==> src/rtl/frame_mem_master.sv <==
// frame_mem_master
//   Command initiator for the 12-bit pixel frame memory controller.
//   A start pulse in IDLE launches one frame transfer. WRITE mode takes pixels from the
//   s_* stream and writes them to memory. READ mode fetches the pixels in raster order
//   and sends them out on the m_* stream. The block issues one command per pixel and
//   uses cmd_done to track whether the controller has accepted and completed it.
//   Optional build macro: FRAME_MEM_TIMEOUT_EN adds a per-command watchdog that drives err_o.
module frame_mem_master #(
  parameter int unsigned FRAME_PIX = 307200,
  parameter int unsigned ADDR_W    = 19,
  parameter int unsigned DATA_W    = 12,
  parameter int unsigned GAP_CYC   = 8,
  parameter int unsigned TIMEOUT   = 64
) (
  input  logic              clk,
  input  logic              rst_n,
  input  logic              start_i,
  input  logic              mode_i,
  input  logic              s_valid_i,
  output logic              s_ready_o,
  input  logic [DATA_W-1:0] s_data_i,
  output logic              m_valid_o,
  input  logic              m_ready_i,
  output logic [DATA_W-1:0] m_data_o,
  output logic              busy_o,
  output logic              frame_done_o,
  output logic              err_o,
  output logic              cmd_valid_o,
  output logic [7:0]        cmd_o,
  output logic [ADDR_W-1:0] w_addr_o,
  output logic [ADDR_W-1:0] r_addr_o,
  output logic [DATA_W-1:0] data_in_o,
  input  logic              cmd_done_i,
  input  logic [DATA_W-1:0] data_out_i
);

  localparam logic [7:0] CMD_NONE  = 8'h00;
  localparam logic [7:0] CMD_READ  = 8'h01;
  localparam logic [7:0] CMD_WRITE = 8'h02;

  localparam int unsigned          GAP_W    = (GAP_CYC > 1) ? $clog2(GAP_CYC) : 1;
  localparam logic [GAP_W-1:0]     GAP_LAST = GAP_W'(GAP_CYC - 1);
  localparam logic [ADDR_W-1:0]    LAST_PIX = ADDR_W'(FRAME_PIX - 1);

  typedef enum logic {
    MODE_WRITE = 1'b0,
    MODE_READ  = 1'b1
  } mode_e;

  typedef enum logic [2:0] {
    ST_IDLE,
    ST_LOAD,
    ST_ISSUE,
    ST_WAIT_ACK,
    ST_WAIT_DONE,
    ST_OUT,
    ST_GAP,
    ST_FIN
  } state_e;

  state_e              state_q;
  mode_e               mode_q;
  logic                busy_q;
  logic                frame_done_q;
  logic                cmd_valid_q;
  logic [7:0]          cmd_q;
  logic [ADDR_W-1:0]   addr_q;
  logic [DATA_W-1:0]   data_in_q;
  logic [DATA_W-1:0]   m_data_q;
  logic                m_valid_q;
  logic                s_ready_q;
  logic [ADDR_W-1:0]   count_q;
  logic [GAP_W-1:0]    gap_q;
  logic                wd_trip;
  logic                start_acc;

  // A start pulse counts only in IDLE. While a frame is running it has no effect.
  assign start_acc = start_i && (state_q == ST_IDLE);

`ifdef FRAME_MEM_TIMEOUT_EN
  localparam int unsigned      WD_W    = (TIMEOUT > 1) ? $clog2(TIMEOUT) : 1;
  localparam logic [WD_W-1:0]  WD_LAST = WD_W'(TIMEOUT - 1);

  logic [WD_W-1:0] wd_q;
  logic            err_q;

  assign wd_trip = ((state_q == ST_WAIT_ACK) || (state_q == ST_WAIT_DONE)) && (wd_q == WD_LAST);
  assign err_o   = err_q;

  // Watchdog: counts the cycles spent waiting on the controller for the current command.
  // The error flag is sticky and is cleared by the next accepted start.
  always_ff @(posedge clk or negedge rst_n) begin
    if (!rst_n) begin
      wd_q  <= '0;
      err_q <= 1'b0;
    end else begin
      if ((state_q == ST_WAIT_ACK) || (state_q == ST_WAIT_DONE)) begin
        wd_q <= wd_q + 1'b1;
      end else begin
        wd_q <= '0;
      end
      if (start_acc) begin
        err_q <= 1'b0;
      end else if (wd_trip) begin
        err_q <= 1'b1;
      end
    end
  end
`else
  assign wd_trip = 1'b0;
  assign err_o   = 1'b0;
`endif

  // Frame sequencer. It walks each pixel through load, issue, handshake, optional output and gap.
  // NOTE: every register here uses non-blocking assignments. All of them are read in the
  // same block, so they must update together at the clock edge.
  always_ff @(posedge clk or negedge rst_n) begin
    // NOTE: the async reset clears every control and datapath register. This block holds
    // no memory array, so nothing is left out of the reset.
    if (!rst_n) begin
      state_q      <= ST_IDLE;
      mode_q       <= MODE_WRITE;
      busy_q       <= 1'b0;
      frame_done_q <= 1'b0;
      cmd_valid_q  <= 1'b0;
      cmd_q        <= CMD_NONE;
      addr_q       <= '0;
      data_in_q    <= '0;
      m_data_q     <= '0;
      m_valid_q    <= 1'b0;
      s_ready_q    <= 1'b0;
      count_q      <= '0;
      gap_q        <= '0;
    end else begin
      // NOTE: this default makes frame_done a one-cycle pulse. Only the branch that
      // finishes a frame overrides it.
      frame_done_q <= 1'b0;

      unique case (state_q)
        ST_IDLE: begin
          if (start_acc) begin
            mode_q    <= mode_e'(mode_i);
            busy_q    <= 1'b1;
            s_ready_q <= (mode_e'(mode_i) == MODE_WRITE);
            state_q   <= ST_LOAD;
          end
        end

        ST_LOAD: begin
          if (mode_q == MODE_READ) begin
            cmd_valid_q <= 1'b1;
            cmd_q       <= CMD_READ;
            addr_q      <= count_q;
            state_q     <= ST_ISSUE;
          end else if (s_valid_i && s_ready_q) begin
            data_in_q   <= s_data_i;
            s_ready_q   <= 1'b0;
            cmd_valid_q <= 1'b1;
            cmd_q       <= CMD_WRITE;
            addr_q      <= count_q;
            state_q     <= ST_ISSUE;
          end
        end

        ST_ISSUE: begin
          state_q <= ST_WAIT_ACK;
        end

        // The controller shows it has accepted the command by pulling cmd_done low.
        ST_WAIT_ACK: begin
          if (wd_trip) begin
            cmd_valid_q  <= 1'b0;
            cmd_q        <= CMD_NONE;
            frame_done_q <= 1'b1;
            state_q      <= ST_FIN;
          end else if (!cmd_done_i) begin
            cmd_valid_q <= 1'b0;
            cmd_q       <= CMD_NONE;
            state_q     <= ST_WAIT_DONE;
          end
        end

        // cmd_done rising again means the command is complete. For a read, data_out is valid now.
        ST_WAIT_DONE: begin
          if (wd_trip) begin
            frame_done_q <= 1'b1;
            state_q      <= ST_FIN;
          end else if (cmd_done_i) begin
            gap_q <= '0;
            if (mode_q == MODE_READ) begin
              m_data_q  <= data_out_i;
              m_valid_q <= 1'b1;
              state_q   <= ST_OUT;
            end else begin
              state_q <= ST_GAP;
            end
          end
        end

        // Backpressure on the output stream can hold this state indefinitely.
        ST_OUT: begin
          if (m_ready_i) begin
            m_valid_q <= 1'b0;
            state_q   <= ST_GAP;
          end
        end

        // The idle gap gives the clk/4 responder time to return to its wait state
        // before the next command.
        ST_GAP: begin
          if (gap_q == GAP_LAST) begin
            if (count_q == LAST_PIX) begin
              frame_done_q <= 1'b1;
              state_q      <= ST_FIN;
            end else begin
              count_q   <= count_q + 1'b1;
              s_ready_q <= (mode_q == MODE_WRITE);
              state_q   <= ST_LOAD;
            end
          end else begin
            gap_q <= gap_q + 1'b1;
          end
        end

        ST_FIN: begin
          busy_q  <= 1'b0;
          count_q <= '0;
          addr_q  <= '0;
          state_q <= ST_IDLE;
        end

        default: begin
          state_q <= ST_IDLE;
        end
      endcase
    end
  end

  assign busy_o       = busy_q;
  assign frame_done_o = frame_done_q;
  assign cmd_valid_o  = cmd_valid_q;
  assign cmd_o        = cmd_q;
  assign w_addr_o     = addr_q;
  assign r_addr_o     = addr_q;
  assign data_in_o    = data_in_q;
  assign m_data_o     = m_data_q;
  assign m_valid_o    = m_valid_q;
  assign s_ready_o    = s_ready_q;

  // A read result on the output stream and a command to the controller are never live together.
  a_no_overlap: assert property (@(posedge clk) disable iff (!rst_n)
    !(m_valid_q && cmd_valid_q));

  // The address never goes past the last pixel of the frame.
  a_addr_range: assert property (@(posedge clk) disable iff (!rst_n)
    addr_q <= LAST_PIX);

endmodule

==> config.mk <==
export PLATFORM = sky130hd
export DESIGN_NAME = frame_mem_master
export DESIGN_NICKNAME = d
export VERILOG_FILES = /design/src/rtl/frame_mem_master.sv
export SDC_FILE = /design/constraint.sdc
export NUM_CORES = 1
export LEC_CHECK = 0
export BUFFER_PORTS_ARGS = -buffer_cell sky130_fd_sc_hd__buf_2
export CAP_MARGIN = 5
export CELL_PAD_IN_SITES_DETAIL_PLACEMENT = 1
export CELL_PAD_IN_SITES_GLOBAL_PLACEMENT = 2
export CORE_MARGIN = 1
export CORE_UTILIZATION = 28
export DETAILED_ROUTE_END_ITERATION = 16
export HOLD_SLACK_MARGIN = 0.02
export PLACE_DENSITY_LB_ADDON = 0.1
export SETUP_SLACK_MARGIN = 0.15
export SYNTH_ARGS = -nofsm -noshare
export SYNTH_HDL_FRONTEND = slang
export SYNTH_SLANG_ARGS = --single-unit
==> constraint.sdc <==
create_clock -name clk -period 2 [get_ports clk]
set_input_delay 0.2 -clock clk [delete_from_list [all_inputs] [get_ports clk]]
set_output_delay 0.2 -clock clk [all_outputs]
set_load 0.05 [all_outputs]
==> Yosys cells after proc, flatten, opt, wreduce, memory -nomap -nowiden <==
Cells that the tools add are included.
{ "op_classes": {"addsub": 2, "eq_ne": 20, "n_mux": 42, "bitwise": 2, "reduce_logical": 21} }
{ "ops": {"columns": ["operator", "n"], "rows": [
  ["2-to-1 mux 19 bit", 4],
  ["case mux 19 bit (2 select lines)", 2],
  ["2-to-1 mux 3 bit", 10],
  ["2-to-1 mux 8 bit", 3],
  ["case mux 3 bit (8 select lines)", 1],
  ["!= test 2 bit (second input constant)", 10],
  ["adder 19 x 1 -> 19 bit (second input constant)", 1],
  ["== test 19 bit (second input constant)", 1],
  ["case mux 8 bit (2 select lines)", 1],
  ["== test 3 bit (second input constant)", 5],
  ["2-to-1 mux 1 bit", 15],
  ["AND reduction 3 bit", 5],
  ["AND reduction 6 bit", 2],
  ["nonzero test 2 bit", 6],
  ["== test 3 x 2 -> 1 bit (second input constant)", 2],
  ["case mux 1 bit (2 select lines)", 3],
  ["case mux 3 bit (2 select lines)", 1],
  ["AND reduction 2 bit", 3],
  ["AND reduction 4 bit", 1],
  ["adder 3 x 1 -> 3 bit (second input constant)", 1],
  ["== test 3 x 1 -> 1 bit (second input constant)", 1],
  ["zero test 3 bit", 1],
  ["!= test 3 bit (second input constant)", 1],
  ["case mux 1 bit (3 select lines)", 1],
  ["4 further kinds", 6]
]} }
{ "word_totals": {"ff_bits": 82, "in_bits": 31, "output_inout_bits": 76, "elab_cells": 100} }

==> Logic depth before layout (Yosys ltp) <==
Gate-level depths: netlist of run 1.
{ "depth": {"word_depth": 4, "mapped_depth": 8, "depth_no_buf": 7} }

==> Worst setup path before layout of run 1 <==
OpenSTA, ideal clock, no wires.
{ "synth_timing": {"path_type": "flip-flop to flip-flop", "from": "reg gap_q[0]", "to": "reg count_q[16]", "setup_time_ps": 130, "arrival_time_ps": 1761, "t_required_ps": 1870, "setup_slack_ps": 109, "path_stages_with_launch": 9, "path_buffers": 1, "period_less_slack_ps": 1891, "path_cell_list": "dfrtp_1 > ha_1 > ha_1 > buf_1 > nand4_1 > nor4_1 > a31oi_1 > o21ai_0 > o31ai_1"} }
{ "synth_between": {"elab_chain_cells": 3} }
{ "synth_rtl": {"columns": ["item", "line_no", "text"], "rows": [
  ["start: declaration", "73", "logic [GAP_W-1:0] gap_q;"],
  ["start signal: assignment", "221", "gap_q <= gap_q + 1'b1;"],
  ["== test 3 bit", "211", "if (gap_q == GAP_LAST) begin"],
  ["!= test 2 bit (no source line)", null, null],
  ["AND reduction 3 bit (no source line)", null, null],
  ["end signal: assignment", "216", "count_q <= count_q + 1'b1;"],
  ["end: declaration", "72", "logic [ADDR_W-1:0] count_q;"]
]} }
Every way passes these cells.
A chain may end at the register's enable or synchronous reset.

==> Final worst setup path of run 1 <==
{ "layout_timing": {"from": "reg state_q[2]", "to": "reg data_in_q[10] (netlist: data_in_o[10])"} }
{ "layout_between": {"elab_chain_cells": 2} }
{ "layout_rtl": {"columns": ["item", "line_no", "text"], "rows": [
  ["start: declaration", "61", "state_e state_q;"],
  ["start signal: assignment", "121", "state_q <= ST_IDLE;"],
  ["start signal: assignment", "145", "state_q <= ST_LOAD;"],
  ["start signal: assignment", "154", "state_q <= ST_ISSUE;"],
  ["== test 3 x 1 -> 1 bit", "139", "unique case (state_q)"],
  ["AND reduction 3 bit (no source line)", null, null],
  ["end signal: assignment", "156", "data_in_q <= s_data_i;"],
  ["end: declaration", "68", "logic [DATA_W-1:0] data_in_q;"]
]} }
Every way passes these cells.

==> metrics.txt, run 1 <==
worst min-delay path class=input pin to register; n_diodes=0; Total Nets Final=514; minimum clock period=1.75 ns; combinational family with the most area after synthesis=simple AND/OR/NAND/NOR gates; number of placement rows=41; Reg area=1910 µm²; run status=finished, final reports clean; xor and xnor fraction of the mapped netlist area=1.19%; number of flops mapped to enable cells by yosys=0; number of I/O port buffers=99; critical path launch point type=register; total of fill cells in the finished design=1477; clock latency on the worst-skew pair=0.34 ns; growth of design area from synthesis to finish=33.7%; effective utilization at floorplan=29.0%; half-perimeter wire length after detailed placement=7060 µm; multi-input gate area in the final layout=1580 µm²; setup clock skew after layout=0.00560 ns; cell chain of the critical path=or3_1, nor3_2, buf_6, mux2_2; number of buffers added by the clock tree synthesis step=9; Longest Clk Path Bufs=2; worst setup slack before clock tree synthesis=0.0359 ns; most area-consuming cells after synthesis=sky130_fd_sc_hd__dfrtp_1 51%, sky130_fd_sc_hd__mux2_2 8.2%, sky130_fd_sc_hd__nand2_1 5.9%; H-tree depth reported by CTS=3; Simple-Gate Fraction of Synth Area=16.1%; maximum VDD drop=0.000828 V; launch instance of the worst min-delay path=s_data_i[3]; slack of the worst reg-to-reg path=0.25 ns; Hold Path End=data_in_o[3]; Die Outline Area=13700 µm²; Final setup viols=0; global-route wire length before repair=16500 µm; vertical die dimension=117 µm; final worst-path setup slack=0.248 ns; startpoint of the lowest-slack register-to-register path=state_q[2]; standard cell with the maximum stage delay on the critical path=sky130_fd_sc_hd__dfrtp_1; CP required=2.22 ns; Core ar.=12700 µm²; CP Buf/Inv Count=1; mux contribution to synthesized area=8.77%; overall power after layout=7.31 mW; DR DRC count=0; Post-Synth Adder-Cell Area=1.02%; initial antenna violation count=0; share of the synthesized area in the top cell type=51.5%; detailed-routing iteration count for the pre-antenna-repair pass=4; Power Dens Cells=1480 nW/µm²; Slew Limit Fails=0; largest area contributor in the netlist=sky130_fd_sc_hd__dfrtp_1; critical path class=register to register; number of design-rule violations left by the first detailed-router iteration=93; length in cells of the worst reg-to-reg path=4; Pleak=2.40 nW; weighted congestion reported at the end of routability-driven placement=0.736; count of maximum capacitance violations=0; maximum number of pins on one net before global-route repair=43; leftover overflow at the end of global routing=0; Fmax achieved=571 MHz; share of layout cells above drive strength 1=42.3%; setup repair after global routing missed its margin=yes; number of global-route vias before repair=3183; post-detailed-route via-to-cell ratio=4.77; share of synthesized area occupied by flip-flops and latches=51.5%; clock transition at the registers of the reported paths=0.06 ns; most common library cell in the layout ignoring fill and taps=sky130_fd_sc_hd__buf_2; mean cell area of the mapped netlist=10.2 µm²; cell area reported after detailed placement=4430 µm²; crit-path max FO=13; category of cells accounting for the largest share of critical-path delay=simple AND/OR/NAND/NOR gates; count of endpoints failing hold in the final timing report=0; chip width=117 µm; post-synthesis compound-gate area fraction=13.3%; crit-path max cell delay=0.44 ns; cell depth of the worst hold path=2; critical path endpoint category=register; mean routed wirelength per cell=15.5 µm; main flop type after synthesis=sky130_fd_sc_hd__dfrtp_1; endpoint of the worst register-to-register path=data_in_o[10]; wirelength, routed=10200 µm; clock tree from TritonCTS=done; cell count after synthesis=363; vias after detailed routing=3136; Netlist cell types=55; Final Cycle Share=87.6%; total negative setup slack=0 ns; flip-flop and latch count after synthesis=76; remaining number of nets flagged by the antenna check after routing=0; most frequent cells in the layout=98 x sky130_fd_sc_hd__buf_2, 72 x sky130_fd_sc_hd__dfrtp_1, 58 x sky130_fd_sc_hd__nand2_1, 40 x sky130_fd_sc_hd__buf_4, 31 x sky130_fd_sc_hd__o21ai_0; summed area of non-filler cells in the final layout=4940 µm²; overall global routing resource usage=16.1%; root cell of the clock tree=sky130_fd_sc_hd__clkbuf_16; Yosys warnings=0; critical path arrival=1.97 ns; worst-case hold slack=0.0895 ns; fraction of registers with async set/reset=100%; Cell Area, Synth=3690 µm²; number of sinks handled by clock tree synthesis=76; io pins=107
==> per-layer routing <==
metal  part of all wire [%]  wire (µm)  vias to the layer above  GRT usage (%)
met5                      0          0                        -              0
met2                     50       5130                       63           26.8
met4                    2.1        216                        0           8.02
li1                       -          -                     1489              -
met3                    2.8        281                       13           2.73
met1                     45       4580                     1571           20.1
==> flip-flops by register name, indices dropped and copies added (netlist names) <==
name,cells
frame_done_o,1
r_addr_o,19
gap_q,3
data_in_o,12
m_valid_o,1
cmd_valid_o,1
state_q,3
mode_q,1
count_q,19
busy_o,1
m_data_o,12
s_ready_o,1
cmd_o,2
==> logic make-up after synthesis <==
group,Yosys count
other,1
buffers and inverters,51
adders and majority gates,3
AOI/OAI and AO/OA,74
DFF,76
xor gates and xnor gates,5
muxes,29
and+or+nand+nor,124
==> where the power goes <==
part           total (mW)  internal [mW]  switching [mW]
combinational        3.30           1.02            2.29
sequential           2.18           1.95           0.227
clock                1.83           1.20           0.630
total                7.31           4.16            3.14
==> cells in the mapped netlist, types with 2 or more instances <==
master                       n
sky130_fd_sc_hd__o31ai_1     3
sky130_fd_sc_hd__nand3_1    10
sky130_fd_sc_hd__o21ai_0    32
sky130_fd_sc_hd__nand2_1    58
sky130_fd_sc_hd__a21o_1      3
sky130_fd_sc_hd__o211ai_1    4
sky130_fd_sc_hd__a221o_1     2
sky130_fd_sc_hd__o2111ai_1   3
sky130_fd_sc_hd__dfrtp_1    76
sky130_fd_sc_hd__xor2_1      3
sky130_fd_sc_hd__and3_1      4
sky130_fd_sc_hd__nor2b_1     3
sky130_fd_sc_hd__a21oi_1     6
sky130_fd_sc_hd__nor4_1      3
sky130_fd_sc_hd__or3_1       3
sky130_fd_sc_hd__buf_4      27
sky130_fd_sc_hd__mux2i_1     2
sky130_fd_sc_hd__a31oi_1     3
sky130_fd_sc_hd__o311ai_0    2
sky130_fd_sc_hd__clkbuf_1   12
sky130_fd_sc_hd__mux2_2     27
sky130_fd_sc_hd__nand4_1     6
sky130_fd_sc_hd__or4_1       2
sky130_fd_sc_hd__ha_1        3
sky130_fd_sc_hd__nor2_1     21
sky130_fd_sc_hd__nand2b_1    2
sky130_fd_sc_hd__buf_2       4
sky130_fd_sc_hd__a22o_1      2
sky130_fd_sc_hd__inv_1       7
sky130_fd_sc_hd__xnor2_1     2
sky130_fd_sc_hd__nor3_1      4
==> worst max path at each step <==
stage | start | end | slack, ns | depth (start not counted)
floorplan | count_q[0] | s_ready_o | 0.16 | 6
global placement | count_q[0] | s_ready_o | 0.13 | 6
detailed placement | count_q[0] | s_ready_o | 0.04 | 6
CTS | count_q[10] | count_q[17] | 0.15 | 6
global route | gap_q[0] | count_q[16] | 0.07 | 9
finish | state_q[2] | data_in_o[10] | 0.25 | 4
==> repair_timing <==
action,4_1_cts,5_1_grt
pin swaps,0,11
setup endpoints to repair,9,38
hold buffers,1,0
gates resized for setup,3,14
hold endpoints to repair,34,0
setup buffers,2,10
==> area by class of cell <==
class	count	share of cell area (%)
Inverter	7	0.532
Clock inverter	3	1.37
Tap cell	172	4.36
Multi-Input combinational cell	242	32.0
Sequential cell	76	38.6
Clock buffer	13	5.47
Timing Repair Buffer	144	17.7
==> per-stage QoR <==
stage | utilization, % | cells
3_3_place_gp | 34.8 | 628
4_1_cts | 37.7 | 647
6_report | 38.8 | 657
2_1_floorplan | - | 369
5_1_grt | 38.8 | 657
3_5_place_dp | 34.8 | 628
Note: power is estimated with default switching activity, not from simulation.
==> inputs of run 2 (changes only) <==
- CELL_PAD_IN_SITES_DETAIL_PLACEMENT: 1 -> 0
- CELL_PAD_IN_SITES_GLOBAL_PLACEMENT: 2 -> 1
- CORE_MARGIN: 1 -> default
- CORE_UTILIZATION: 28 -> 25
==> run 2 against run 1 <==
  * Sequential cell count unchanged
  * Critical path depth increased by 3
  * Via count decreased by 1.9%
  * Largest power group unchanged
==> metrics.txt, run 2 (same netlist as run 1, synthesis figures left out) <==
length in cells of the worst reg-to-reg path=7 (was 4); number of buffers added by the clock tree synthesis step=9 (unchanged); critical path class=register to register (unchanged); clock latency on the worst-skew pair=0.35 ns (was 0.34 ns); Total Nets Final=512 (was 514); endpoint of the worst register-to-register path=count_q[7] (was data_in_o[10]); Final setup viols=0 (unchanged); Slew Limit Fails=0 (unchanged); total negative setup slack=0 ns (unchanged); minimum clock period=1.78 ns (was 1.75 ns); number of placement rows=44 (was 41); Hold Path End=data_in_o[6] (was data_in_o[3]); critical path endpoint category=register (unchanged); Pleak=2.38 nW (was 2.40 nW); number of sinks handled by clock tree synthesis=76 (unchanged); startpoint of the lowest-slack register-to-register path=gap_q[0] (was state_q[2]); detailed-routing iteration count for the pre-antenna-repair pass=4 (unchanged); most frequent cells in the layout=98 x sky130_fd_sc_hd__buf_2, 72 x sky130_fd_sc_hd__dfrtp_1, 56 x sky130_fd_sc_hd__nand2_1, 39 x sky130_fd_sc_hd__buf_4, 32 x sky130_fd_sc_hd__o21ai_0 (was 98 x sky130_fd_sc_hd__buf_2, 72 x sky130_fd_sc_hd__dfrtp_1, 58 x sky130_fd_sc_hd__nand2_1, 40 x sky130_fd_sc_hd__buf_4, 31 x sky130_fd_sc_hd__o21ai_0); total of fill cells in the finished design=1509 (was 1477); half-perimeter wire length after detailed placement=6850 µm (was 7060 µm); leftover overflow at the end of global routing=0 (unchanged); io pins=107 (unchanged); most prevalent standard cell on the critical path=sky130_fd_sc_hd__o211ai_1; Core ar.=14500 µm² (was 12700 µm²); weighted congestion reported at the end of routability-driven placement=0.778 (was 0.736); maximum number of pins on one net before global-route repair=40 (was 43); number of I/O port buffers=99 (unchanged); critical path arrival=2.03 ns (was 1.97 ns); post-detailed-route via-to-cell ratio=4.61 (was 4.77); Final Cycle Share=89.0% (was 87.6%); number of global-route vias before repair=3069 (was 3183); mean routed wirelength per cell=14.8 µm (was 15.5 µm); count of endpoints failing hold in the final timing report=0 (unchanged); category of cells accounting for the largest share of critical-path delay=compound AO/OA/AOI/OAI gates (was simple AND/OR/NAND/NOR gates); slew of the pin with the lowest slew margin=0.563 ns; growth of design area from synthesis to finish=33.0% (was 33.7%); DR DRC count=0 (unchanged); share of layout cells above drive strength 1=41.8% (was 42.3%); CP required=2.25 ns (was 2.22 ns); launch instance of the worst min-delay path=s_data_i[6] (was s_data_i[3]); most common library cell in the layout ignoring fill and taps=sky130_fd_sc_hd__buf_2 (unchanged); Die Outline Area=15300 µm² (was 13700 µm²); count of maximum capacitance violations=0 (unchanged); n_diodes=0 (unchanged); vias after detailed routing=3075 (was 3136); critical path launch point type=register (unchanged); Longest Clk Path Bufs=2 (unchanged); wirelength, routed=9900 µm (was 10200 µm); routing layer with the top usage in global route=met2 (unchanged); clock transition at the registers of the reported paths=0.06 ns (about the same); maximum VDD drop=0.000859 V (was 0.000828 V); number of design-rule violations left by the first detailed-router iteration=98 (was 93); met2 layer usage reported by global route=23.7% (was 26.8%); worst min-delay path class=input pin to register (unchanged); effective utilization at floorplan=25.5% (was 29.0%); Fmax achieved=562 MHz (was 571 MHz); number of cells in the design after placement=642 (was 628); standard cell with the maximum stage delay on the critical path=sky130_fd_sc_hd__dfrtp_1 (unchanged); cell chain of the critical path=ha_1, ha_4, o211ai_1, nor2_1, o21ai_1, o211ai_1, o31ai_1 (was or3_1, nor3_2, buf_6, mux2_2); crit-path max cell delay=0.38 ns (was 0.44 ns); run status=finished, final reports clean (unchanged); setup clock skew after layout=0.00774 ns (was 0.00560 ns); worst rel slew slack=62.4%; remaining number of nets flagged by the antenna check after routing=0 (unchanged); slack of the worst reg-to-reg path=0.22 ns (was 0.25 ns); fraction of met1 tracks used by global routing=17.3% (was 20.1%); chip width=124 µm (was 117 µm); global-route wire length before repair=16200 µm (was 16500 µm); initial antenna violation count=0 (unchanged); fin cells=667 (was 657); vertical die dimension=124 µm (was 117 µm); cell depth of the worst hold path=2 (unchanged); global routing usage on met3=5.12% (was 2.73%); setup repair after global routing missed its margin=yes (unchanged); CP Buf/Inv Count=0 (was 1); clock tree from TritonCTS=done (unchanged); H-tree depth reported by CTS=3 (unchanged); crit-path max FO=11 (was 13); root cell of the clock tree=sky130_fd_sc_hd__clkbuf_16 (unchanged); Power Dens Cells=1470 nW/µm² (was 1480 nW/µm²); overall global routing resource usage=14.3% (was 16.1%)
[run 2: cell count changes in the layout (fill, tap and decap cells not counted), moves of 2 or more]
cell / before / now
sky130_fd_sc_hd__buf_6: 3 / 1
sky130_fd_sc_hd__clkbuf_8: 3 / 0
sky130_fd_sc_hd__nand2_1: 58 / 56
sky130_fd_sc_hd__nand2_2: 0 / 2
[run 2: where the power goes]
group / leakage, nW / internal, mW / total [mW] / switching, mW
sequential: 0.997 / 1.95 / 2.21 / 0.260
combinational: 1.23 / 1.03 / 3.23 / 2.20
clock: 0.149 / 1.09 / 1.78 / 0.690
[run 2: how the worst max path moves through the flow]
stage                     slack [ns]  cells after the start     endpoint        from
final                           0.22                      7   count_q[7]    gap_q[0]
after global routing            0.11                      8  count_q[13]    gap_q[0]
after CTS                       0.14                      7   count_q[7]    gap_q[0]
after detailed placement        0.03                      7   count_q[7]    gap_q[0]
after global placement          0.09                      6   count_q[6]  count_q[0]
after floorplan                 0.16                      6    s_ready_o  count_q[0]
[run 2: area by class of cell]
| type | instances | area (µm²) | area share, % |
|---|---|---|---|
| timing repair buffer | 142 | 865 | 17.6 |
| sequential | 76 | 1910 | 38.8 |
| clock inverter | 6 | 88.8 | 1.81 |
| tap | 184 | 230 | 4.69 |
| clock buffer | 10 | 229 | 4.66 |
| inverter | 7 | 26.3 | 0.535 |
| multi-input combinational | 242 | 1570 | 31.9 |
[run 2: layer usage]
layer | share of wire [%] | vias to the layer above | wire length, µm
li1 | - | 1486 | -
met1 | 45 | 1478 | 4470
met2 | 48 | 100 | 4760
met3 | 5.5 | 11 | 542
met4 | 1.3 | 0 | 132
met5 | 0 | - | 0
[run 2: stage by stage]
step	total power, mW	cell area, µm²	setup slack (ns)	hold slack, ns	utilization, %
floorplan	4.52	3720	0.163	-0.0956	-
global placement	5.40	4460	0.0929	0.219	30.8
detailed placement	5.41	4460	0.0341	0.210	30.8
CTS	7.29	4820	0.144	0.0607	33.3
global route	7.68	4910	0.106	0.0596	33.9
finish	7.22	4910	0.219	0.0752	33.9
[run 2: repair_timing]
| item | CTS | global route |
|---|---|---|
| hold endpoints to repair | 37 | 0 |
| setup buffers | 2 | 6 |
| gates cloned | 0 | 0 |
| pin swaps | 1 | 7 |
| endpoints found under the setup margin | 19 | 58 |
| hold buffers | 1 | 0 |
| gates resized for setup | 5 | 9 |
